### config.mk
export PLATFORM = sky130hd
export DESIGN_NAME = scanner_array_ctrl
export DESIGN_NICKNAME = d
export VERILOG_FILES = /design/src/rtl/scan_pkg.sv /design/src/rtl/scanner_channel.sv /design/src/rtl/scanner_array_ctrl.sv
export SDC_FILE = /design/constraint.sdc
export NUM_CORES = 1
export LEC_CHECK = 0
export CORE_UTILIZATION = 40
export CTS_CLUSTER_SIZE = 40
export DETAILED_ROUTE_END_ITERATION = 10
export PLACE_DENSITY = 0.64
export REMOVE_ABC_BUFFERS = 1
export SLEW_MARGIN = 0
export SYNTH_ARGS = -nofsm -noshare
export SYNTH_HDL_FRONTEND = slang
export SYNTH_SLANG_ARGS = --single-unit
export TNS_END_PERCENT = 10
### constraint.sdc
create_clock -name clk -period 8.95 [get_ports clk]
set_input_delay 2.685 -clock clk [delete_from_list [all_inputs] [get_ports clk]]
set_output_delay 2.685 -clock clk [all_outputs]
set_load 0.05 [all_outputs]
### src/rtl/scan_pkg.sv
// Shared types and helpers for the scanner ring controller.
package scan_pkg;

    // Channel state codes; values 5..7 never get stored and are read as LOWPWR.
    typedef enum logic [2:0] {
        ST_LOWPWR  = 3'd0,
        ST_STANDBY = 3'd1,
        ST_SCAN    = 3'd2,
        ST_IDLE    = 3'd3,
        ST_XFER    = 3'd4
    } scan_state_t;

    // Fill percentage, floor(count*100/depth), through a 14-bit product.
    function automatic logic [6:0] pct_of(input logic [6:0] count, input logic [6:0] depth);
        logic [13:0] prod;
        prod = 14'(count) * 14'd100;
        return 7'(prod / 14'(depth));
    endfunction

    // Unused codes alias to LOWPWR so a stray value can still be woken.
    function automatic logic is_lowpwr(input logic [2:0] s);
        return (s == ST_LOWPWR) || (s > ST_XFER);
    endfunction

endpackage

### src/rtl/scanner_channel.sv
// One scanner: holds its state and item count, and acts on commands
// decoded by the ring arbiter. Everything advances only on tick.
module scanner_channel
    import scan_pkg::*;
#(
    parameter int BUF_DEPTH = 10,
    parameter int CW        = 4,
    parameter bit INIT_SCAN = 1'b0
) (
    input  logic          clk,
    input  logic          reset,
    input  logic          tick,
    input  logic          inc,
    input  logic          wake,
    input  logic          start,
    input  logic          handoff_out,
    input  logic          flush,
    output logic [2:0]    state,
    output logic [CW-1:0] count
);

    scan_state_t   state_reg, state_next;
    logic [CW-1:0] count_reg, count_next;

    // State and count registers, gated by tick.
    always_ff @(posedge clk) begin
        if (reset) begin
            state_reg <= INIT_SCAN ? ST_SCAN : ST_LOWPWR;
            count_reg <= '0;
        end else if (tick) begin
            state_reg <= state_next;
            count_reg <= count_next;
        end
    end

    // Next-state and count rules for this channel.
    always_comb begin
        state_next = state_reg;
        count_next = count_reg;
        case (state_reg)
            ST_SCAN: begin
                if (handoff_out)
                    state_next = ST_IDLE;
                else if (inc && count_reg != CW'(BUF_DEPTH))
                    count_next = count_reg + CW'(1);
            end
            ST_IDLE: begin
                if (flush)
                    state_next = ST_XFER;
            end
            ST_XFER: begin
                // Once started, draining ignores flush.
                if (count_reg != '0)
                    count_next = count_reg - CW'(1);
                else
                    state_next = ST_LOWPWR;
            end
            ST_STANDBY: begin
                if (start)
                    state_next = ST_SCAN;
            end
            default: begin
                state_next = ST_LOWPWR;
                if (wake)
                    state_next = ST_STANDBY;
            end
        endcase
    end

    assign state = state_reg;
    assign count = count_reg;

endmodule

### src/rtl/scanner_array_ctrl.sv
// Ring arbiter for N_SCAN scanners: fills the active channel, wakes its
// successor near full, hands off when the successor is ready, and flags
// a stall when the active buffer is full with nowhere to go.
module scanner_array_ctrl
    import scan_pkg::*;
#(
    parameter int N_SCAN    = 2,
    parameter int BUF_DEPTH = 10,
    parameter int STBY_PCT  = 80,
    localparam int AW = $clog2(N_SCAN),
    localparam int CW = $clog2(BUF_DEPTH + 1)
) (
    input  logic                  clk,
    input  logic                  reset,
    input  logic                  tick,
    input  logic                  flush,
    output logic [3*N_SCAN-1:0]   state_o,
    output logic [7*N_SCAN-1:0]   pct_o,
    output logic [AW-1:0]         active_o,
    output logic                  stall_o
);

    logic [2:0]    chan_state [N_SCAN];
    logic [CW-1:0] chan_count [N_SCAN];

    logic [AW-1:0] active_reg;
    logic          stall_reg;

    logic [AW-1:0] nxt_idx;
    logic [CW-1:0] act_count;
    logic [CW-1:0] post_count;
    logic [2:0]    nxt_state;
    logic          act_full;
    logic          wake_ok;
    logic          handoff;

    // Decode ring decisions from the active channel and its successor.
    always_comb begin
        nxt_idx    = (active_reg == AW'(N_SCAN - 1)) ? '0 : active_reg + AW'(1);
        act_count  = chan_count[active_reg];
        nxt_state  = chan_state[nxt_idx];
        act_full   = (act_count == CW'(BUF_DEPTH));
        post_count = act_full ? act_count : act_count + CW'(1);
        // Re-evaluated every tick so a crossing missed while the successor
        // was busy still wakes it once it reaches LOWPWR.
        wake_ok    = (pct_of(7'(post_count), 7'(BUF_DEPTH)) >= 7'(STBY_PCT)) &&
                     is_lowpwr(nxt_state);
        handoff    = act_full && (nxt_state == ST_STANDBY);
    end

    // Active-index and stall registers.
    always_ff @(posedge clk) begin
        if (reset) begin
            active_reg <= '0;
            stall_reg  <= 1'b0;
        end else if (tick) begin
            if (handoff)
                active_reg <= nxt_idx;
            stall_reg <= act_full && !handoff;
        end
    end

    generate
        for (genvar gi = 0; gi < N_SCAN; gi++) begin : g_chan
            scanner_channel #(
                .BUF_DEPTH (BUF_DEPTH),
                .CW        (CW),
                .INIT_SCAN (gi == 0)
            ) u_chan (
                .clk         (clk),
                .reset       (reset),
                .tick        (tick),
                .inc         (active_reg == AW'(gi)),
                .wake        (wake_ok && (nxt_idx == AW'(gi))),
                .start       (handoff && (nxt_idx == AW'(gi))),
                .handoff_out (handoff && (active_reg == AW'(gi))),
                .flush       (flush),
                .state       (chan_state[gi]),
                .count       (chan_count[gi])
            );

            assign state_o[3*gi +: 3] = chan_state[gi];
            assign pct_o[7*gi +: 7]   = pct_of(7'(chan_count[gi]), 7'(BUF_DEPTH));
        end
    endgenerate

    assign active_o = active_reg;
    assign stall_o  = stall_reg;

endmodule

### After elaboration in Yosys (flattened, before gate mapping)

Cells that the tools add are included.

| word-level totals | value |
|---|---|
| bits in registers | 16 |
| input port bits | 4 |
| output and inout port bits | 22 |
| word-level logic and storage cells | 102 |

| cells by class | value |
|---|---|
| add/subtract/negate cells | 6 |
| $mul | 3 |
| div/mod/pow operators | 3 |
| $lt $le $gt $ge | 4 |
| equality and inequality tests | 26 |
| multiplexer cells | 27 |
| bitwise operators | 4 |
| reductions and logical operators | 23 |

Operators by type and width:

| operator | count |
|---|---|
| $div A11 B4 Y14 const B | 3 |
| $mux W4 | 10 |
| $mux W3 | 10 |
| $mul A4 B5 Y9 const B | 3 |
| $pmux W3 S4 | 2 |
| $reduce_and A5 Y1 | 4 |
| $ne A2 B1 Y1 const B | 8 |
| $pmux W4 S2 | 2 |
| $add A4 B1 Y4 const B | 3 |
| $eq A3 B2 Y1 const B | 4 |
| $ne A2 B2 Y1 const B | 6 |
| $logic_and A1 B1 Y1 | 11 |
| $eq A3 B1 Y1 const B | 3 |
| $ne A4 B4 Y1 const B | 2 |
| $reduce_bool A4 Y1 | 2 |
| $sub A4 B1 Y4 const B | 2 |
| $ge A7 B7 Y1 const B | 1 |
| $eq A3 B3 Y1 const B | 2 |
| $eq A4 B4 Y1 const B | 1 |
| $ge A2 B2 Y1 const B | 2 |
| $not A1 Y2 | 2 |
| $reduce_bool A2 Y1 | 2 |
| $gt A3 B3 Y1 const B | 1 |
| $logic_not A3 Y1 | 1 |
| other kinds (6) | 9 |

### Logic depth before layout (Yosys ltp)

| depth | value |
|---|---|
| depth in word-level cells | 13 |
| mapped depth | 29 |
| depth with buffers taken out | 27 |

### Modules after synthesis

From an unflattened synthesis, not the netlist that was laid out.

| second synthesis, totals | value |
|---|---|
| cells, all modules | 681 |
| area total of the unflattened synthesis | 5114.9 sq um |

Modules (own cells, without submodules):

| module | times used | cells an instance | area an instance (sq um) | sequential area each (sq um) |
|---|---|---|---|---|
| scanner_array_ctrl | 1 | 564 | 4154.0 | 40.0 |
| scanner_channel at g_chan[0].u_chan | 1 | 62 | 501.7 | 140.1 |
| scanner_channel at g_chan[1].u_chan | 1 | 55 | 459.2 | 140.1 |

### Least setup slack after synthesis

No wires, ideal clock.

| timing | value |
|---|---|
| path kind | flip-flop to output port |
| from | register g_chan[1].u_chan.count_reg[0] |
| to | output port pct_o[7] |
| arrival | 7.998 ns |
| required time | 6.265 ns |
| path slack | -1.733 ns |
| cell stages (with the launch flop) | 24 |
| buffers on the path | 1 |
| cells stage by stage | dfxtp_1 clkbuf_1 inv_1 ha_1 ha_1 fa_1 or3_1 nor3_2 a2111oi_0 a21o_1 a31oi_1 mux2_2 a21oi_1 a2bb2oi_2 o21ai_0 a211o_1 nand3_1 a21oi_1 inv_1 a41oi_2 mux2i_1 o211ai_1 nor3_1 a31oi_1 |

| between the ends | value |
|---|---|
| longest elaborated chain between the ends | 2 |

RTL lines:

| element | line | text |
|---|---|---|
| start, declared | scanner_channel.sv:23 | `logic [CW-1:0] count_reg, count_next;` |
| start signal, assigned | scanner_channel.sv:32 | `count_reg <= count_next;` |
| $mul A4 B5 Y9 | scan_pkg.sv:16 | `prod = 14'(count) * 14'd100;` |
| $div A11 B4 Y14 | scan_pkg.sv:17 | `return 7'(prod / 14'(depth));` |
| end, declared | scanner_array_ctrl.sv:18 | `output logic [7*N_SCAN-1:0] pct_o,` |

No other way between the ends.

### Worst setup path in the final report

Same ends and word-level chain as after synthesis.

==> impl_metrics.yaml <==
outcome:
  status: "complete, but fails checks"
  violations: "setup timing"
finish:
  final_nets: 914
  layout-drive-gt1-share_pct: 27.3
  layoutNonFillerInstCount: 1019
  n_antenna_cell: 0
  design_area_um2: 7140
  largest_register_ffs: 8
  syn_to_final_growth_pct: 32.0
clock_tree:
  clk_pin_slew_worst_paths_ps: 50
  clk_latency_ps: 250
  htreeDepth: 1
  cts_max_path_buffers: 2
  clockRootBuffer: "clkbuf_16"
  cts_tree: "done"
  cts_sinks: 16
  cts_buffers: 3
synth:
  synth_cells: 749
  synth-edff-count: 0
  ys_ff_latch: 16
  synth.avg_cell_area_um2: 7.22
  synth_adder_area_share_pct: 15.9
  synth_top_family_by_area: "compound AO/OA/AOI/OAI gates"
  synth_simple_gate_area_share_pct: 26.5
  synth.distinct_cells: 94
  ys.warnings.count: 0
  synth_xor_area_share_pct: 8.79
  yosysSeqAreaShare_pct: 5.92
  async_reset_ff_share_pct: 0
  synth_compound_area_share_pct: 34.4
  synth.area.mux_share_pct: 3.96
  ys.flop_type: "dfxtp_1"
  syn-cell-area_um2: 5410
sta:
  post-route-period-util_pct: 100
  skew_ps: 4.85
  hold_violations: 0
  maxSlewHeadroom_pct: 49.0
  setup_tns_ps: -17.6
  finalSetupViolCount: 1
  fin_crit_ps: 8970
  worst_pin_slew_ps: 761
  grt_setup_unrepaired: "yes"
  finalMaxSlewViolations: 0
  max_freq_ghz: 0.112
  setup_ws_ps: -17.6
routing:
  drc: 0
  drtIter0Drc: 425
  drtPass1Iterations: 6
  vias: 6216
  ant_nets: 0
  wl_um: 16700
  post_drt_wl_per_cell_um: 16.4
  via_per_inst: 6.10
worst_setup_path:
  r2r_start: "active_o$_SDFFE_PP0P_"
  critical_path_arrival_ps: 6280
  required_ps: 6270
  critPathKind: "reg -> out"
  start_kind: "flip-flop"
  worstSetupStartpoint: "g_chan[1].u_chan.count[0]$_SDFFE_PP0P_"
  path_delay_family: "simple AND/OR/NAND/NOR gates"
  critical-path-max-stage-delay_ps: 510
  slowest_stage: "fa_2"
  cp-end-kind: "output port"
  cp_num_buf_inv: 4
  path_max_fanout: 12
floorplan:
  die_h_um: 118
  chipWidth_um: 118
  core_um2: 13200
  num_rows: 42
  initial_core_util_pct: 41.0
  die_area_um2: 14000
  io_pins: 26
grt:
  grt_max_degree: 20
  grt_util_all_layers_pct: 21.5
  gr-total-overflow: 0
  antenna_found_initial: 0
  grt_pass1_vias: 5690
  grt_pass1_wl_um: 26200
place:
  portBuffers: 25
  gp_congestion: 0.922
  postPlaceCellArea_um2: 6200
  dp.cells: 979
  hpwl_um: 12000
pwr:
  power_leakage_nw: 2.82
  total_power_mw: 0.496
  power_density_nw_per_um2: 69.4
  peakVddDrop_mv: 0.0913
hold_path:
  hp-start: "stall_o$_SDFFE_PP0P_"
  hold_class: "reg -> reg"
run:
  max_cap_viol_count: 0
## per-stage QoR
step | util [%] | hold slack (ps) | worst slack (ps)
4_1_cts | 49.1 | 507 | -11.7
6_report | 54.1 | 497 | -17.6
3_5_place_dp | 47.0 | 491 | 97.1
2_1_floorplan | - | 516 | -1640
5_1_grt | 54.1 | 530 | -306
3_3_place_gp | 47.0 | 480 | 149
## final cells by class
| type | count | area [µm²] |
|---|---|---|
| sequential | 16 | 325 |
| tap | 176 | 220 |
| fill | 1204 | 6050 |
| multi-input combinational | 674 | 5410 |
| inverter | 37 | 139 |
| timing repair buffer | 113 | 966 |
| clock buffer | 3 | 75.1 |
## cell families after synthesis
logic type | after synthesis
and+or+nand+nor | 283
adders and majority gates | 66
buffers and inverters | 59
muxes | 20
AOI/OAI and AO/OA | 255
DFF | 16
xor gates and xnor gates | 50
## worst reg2reg max path, stage by stage (launching register included)
cell       delay (ps)
dfxtp_1           760
mux2i_1           450
inv_1             130
ha_1              260
xnor2_1           140
nand2_1           150
inv_1             130
ha_1              310
inv_1              60
fa_1              480
xnor2_1           290
o21ai_0           210
nand2_1           150
a31oi_1            60
or3b_2            550
maj3_1            340
o21ai_0           160
o41ai_1            90
o21ai_0           120
nand3_1           110
o2111ai_1         150
o21ai_0           120
a21oi_1           170
a211oi_1           70
## path summary, 6_finish.rpt
| path | slack (ps) | to | cells after the start |
|---|---|---|---|
| worst max-delay path | -20 | pct_o[7] | 25 |
| worst min-delay path | 500 | stall_o$_SDFFE_PP0P_ | 2 |
| worst max register to register | 3340 | g_chan[0].u_chan.state[0]$_SDFFE_PP0P_ | 23 |
| worst min register to register | 500 | stall_o$_SDFFE_PP0P_ | 2 |
## routing by layer
| layer | wire length, µm | vias up | GRT usage (%) | share of wire [%] |
|---|---|---|---|---|
| met2 | 8110 | 202 | 37.3 | 48 |
| met5 | 0 | - | 0 | 0 |
| met3 | 759 | 36 | 1.64 | 4.5 |
| li1 | - | 3001 | - | - |
| met1 | 7530 | 2977 | 28.9 | 45 |
| met4 | 331 | 0 | 4.49 | 2.0 |
## power by group
part / total, mW / switching [mW] / internal [mW]
combinational: 0.334 / 0.194 / 0.140
clock: 0.0879 / 0.0291 / 0.0587
sequential: 0.0733 / 0.000975 / 0.0724
## cell usage after synthesis, types with 6 or more instances
master | instances | area [µm²]
nand2_1 | 73 | 274
nor2_1 | 63 | 236
ha_1 | 60 | 751
a21oi_1 | 56 | 280
o21ai_0 | 44 | 220
xnor2_1 | 37 | 324
inv_1 | 35 | 131
nand3_1 | 27 | 135
nor3_1 | 27 | 135
o211ai_1 | 19 | 143
a31oi_1 | 17 | 106
nand2b_1 | 17 | 106
a211oi_1 | 16 | 120
dfxtp_1 | 16 | 320
mux2i_1 | 15 | 150
or3_1 | 13 | 81.3
nor2b_1 | 12 | 75.1
clkbuf_1 | 11 | 41.3
and3_1 | 10 | 62.6
a21o_1 | 8 | 60.1
xor2_1 | 8 | 70.1
a211o_1 | 7 | 61.3
o21a_1 | 7 | 52.6
o31ai_1 | 7 | 52.6
and2_1 | 6 | 37.5
o21ai_2 | 6 | 52.6
## what timing repair did
item | 4_1_cts | 5_1_grt
hold buffers | 0 | 0
hold endpoints to repair | 0 | 0
gates resized for setup | 26 | 91
pin swaps | 6 | 41
endpoints found under the setup margin | 2 | 4
setup buffers | 9 | 28
## cells in the final DEF, fill, tap and decap left out, types with 25 or more instances in the layout
cell / n
o21ai_0: 39
inv_1: 34
a21oi_1: 46
xnor2_1: 34
nand2_1: 71
ha_1: 55
nor2_1: 60
buf_4: 87
nand3_1: 25
Power figures use the tool's default switching activity.
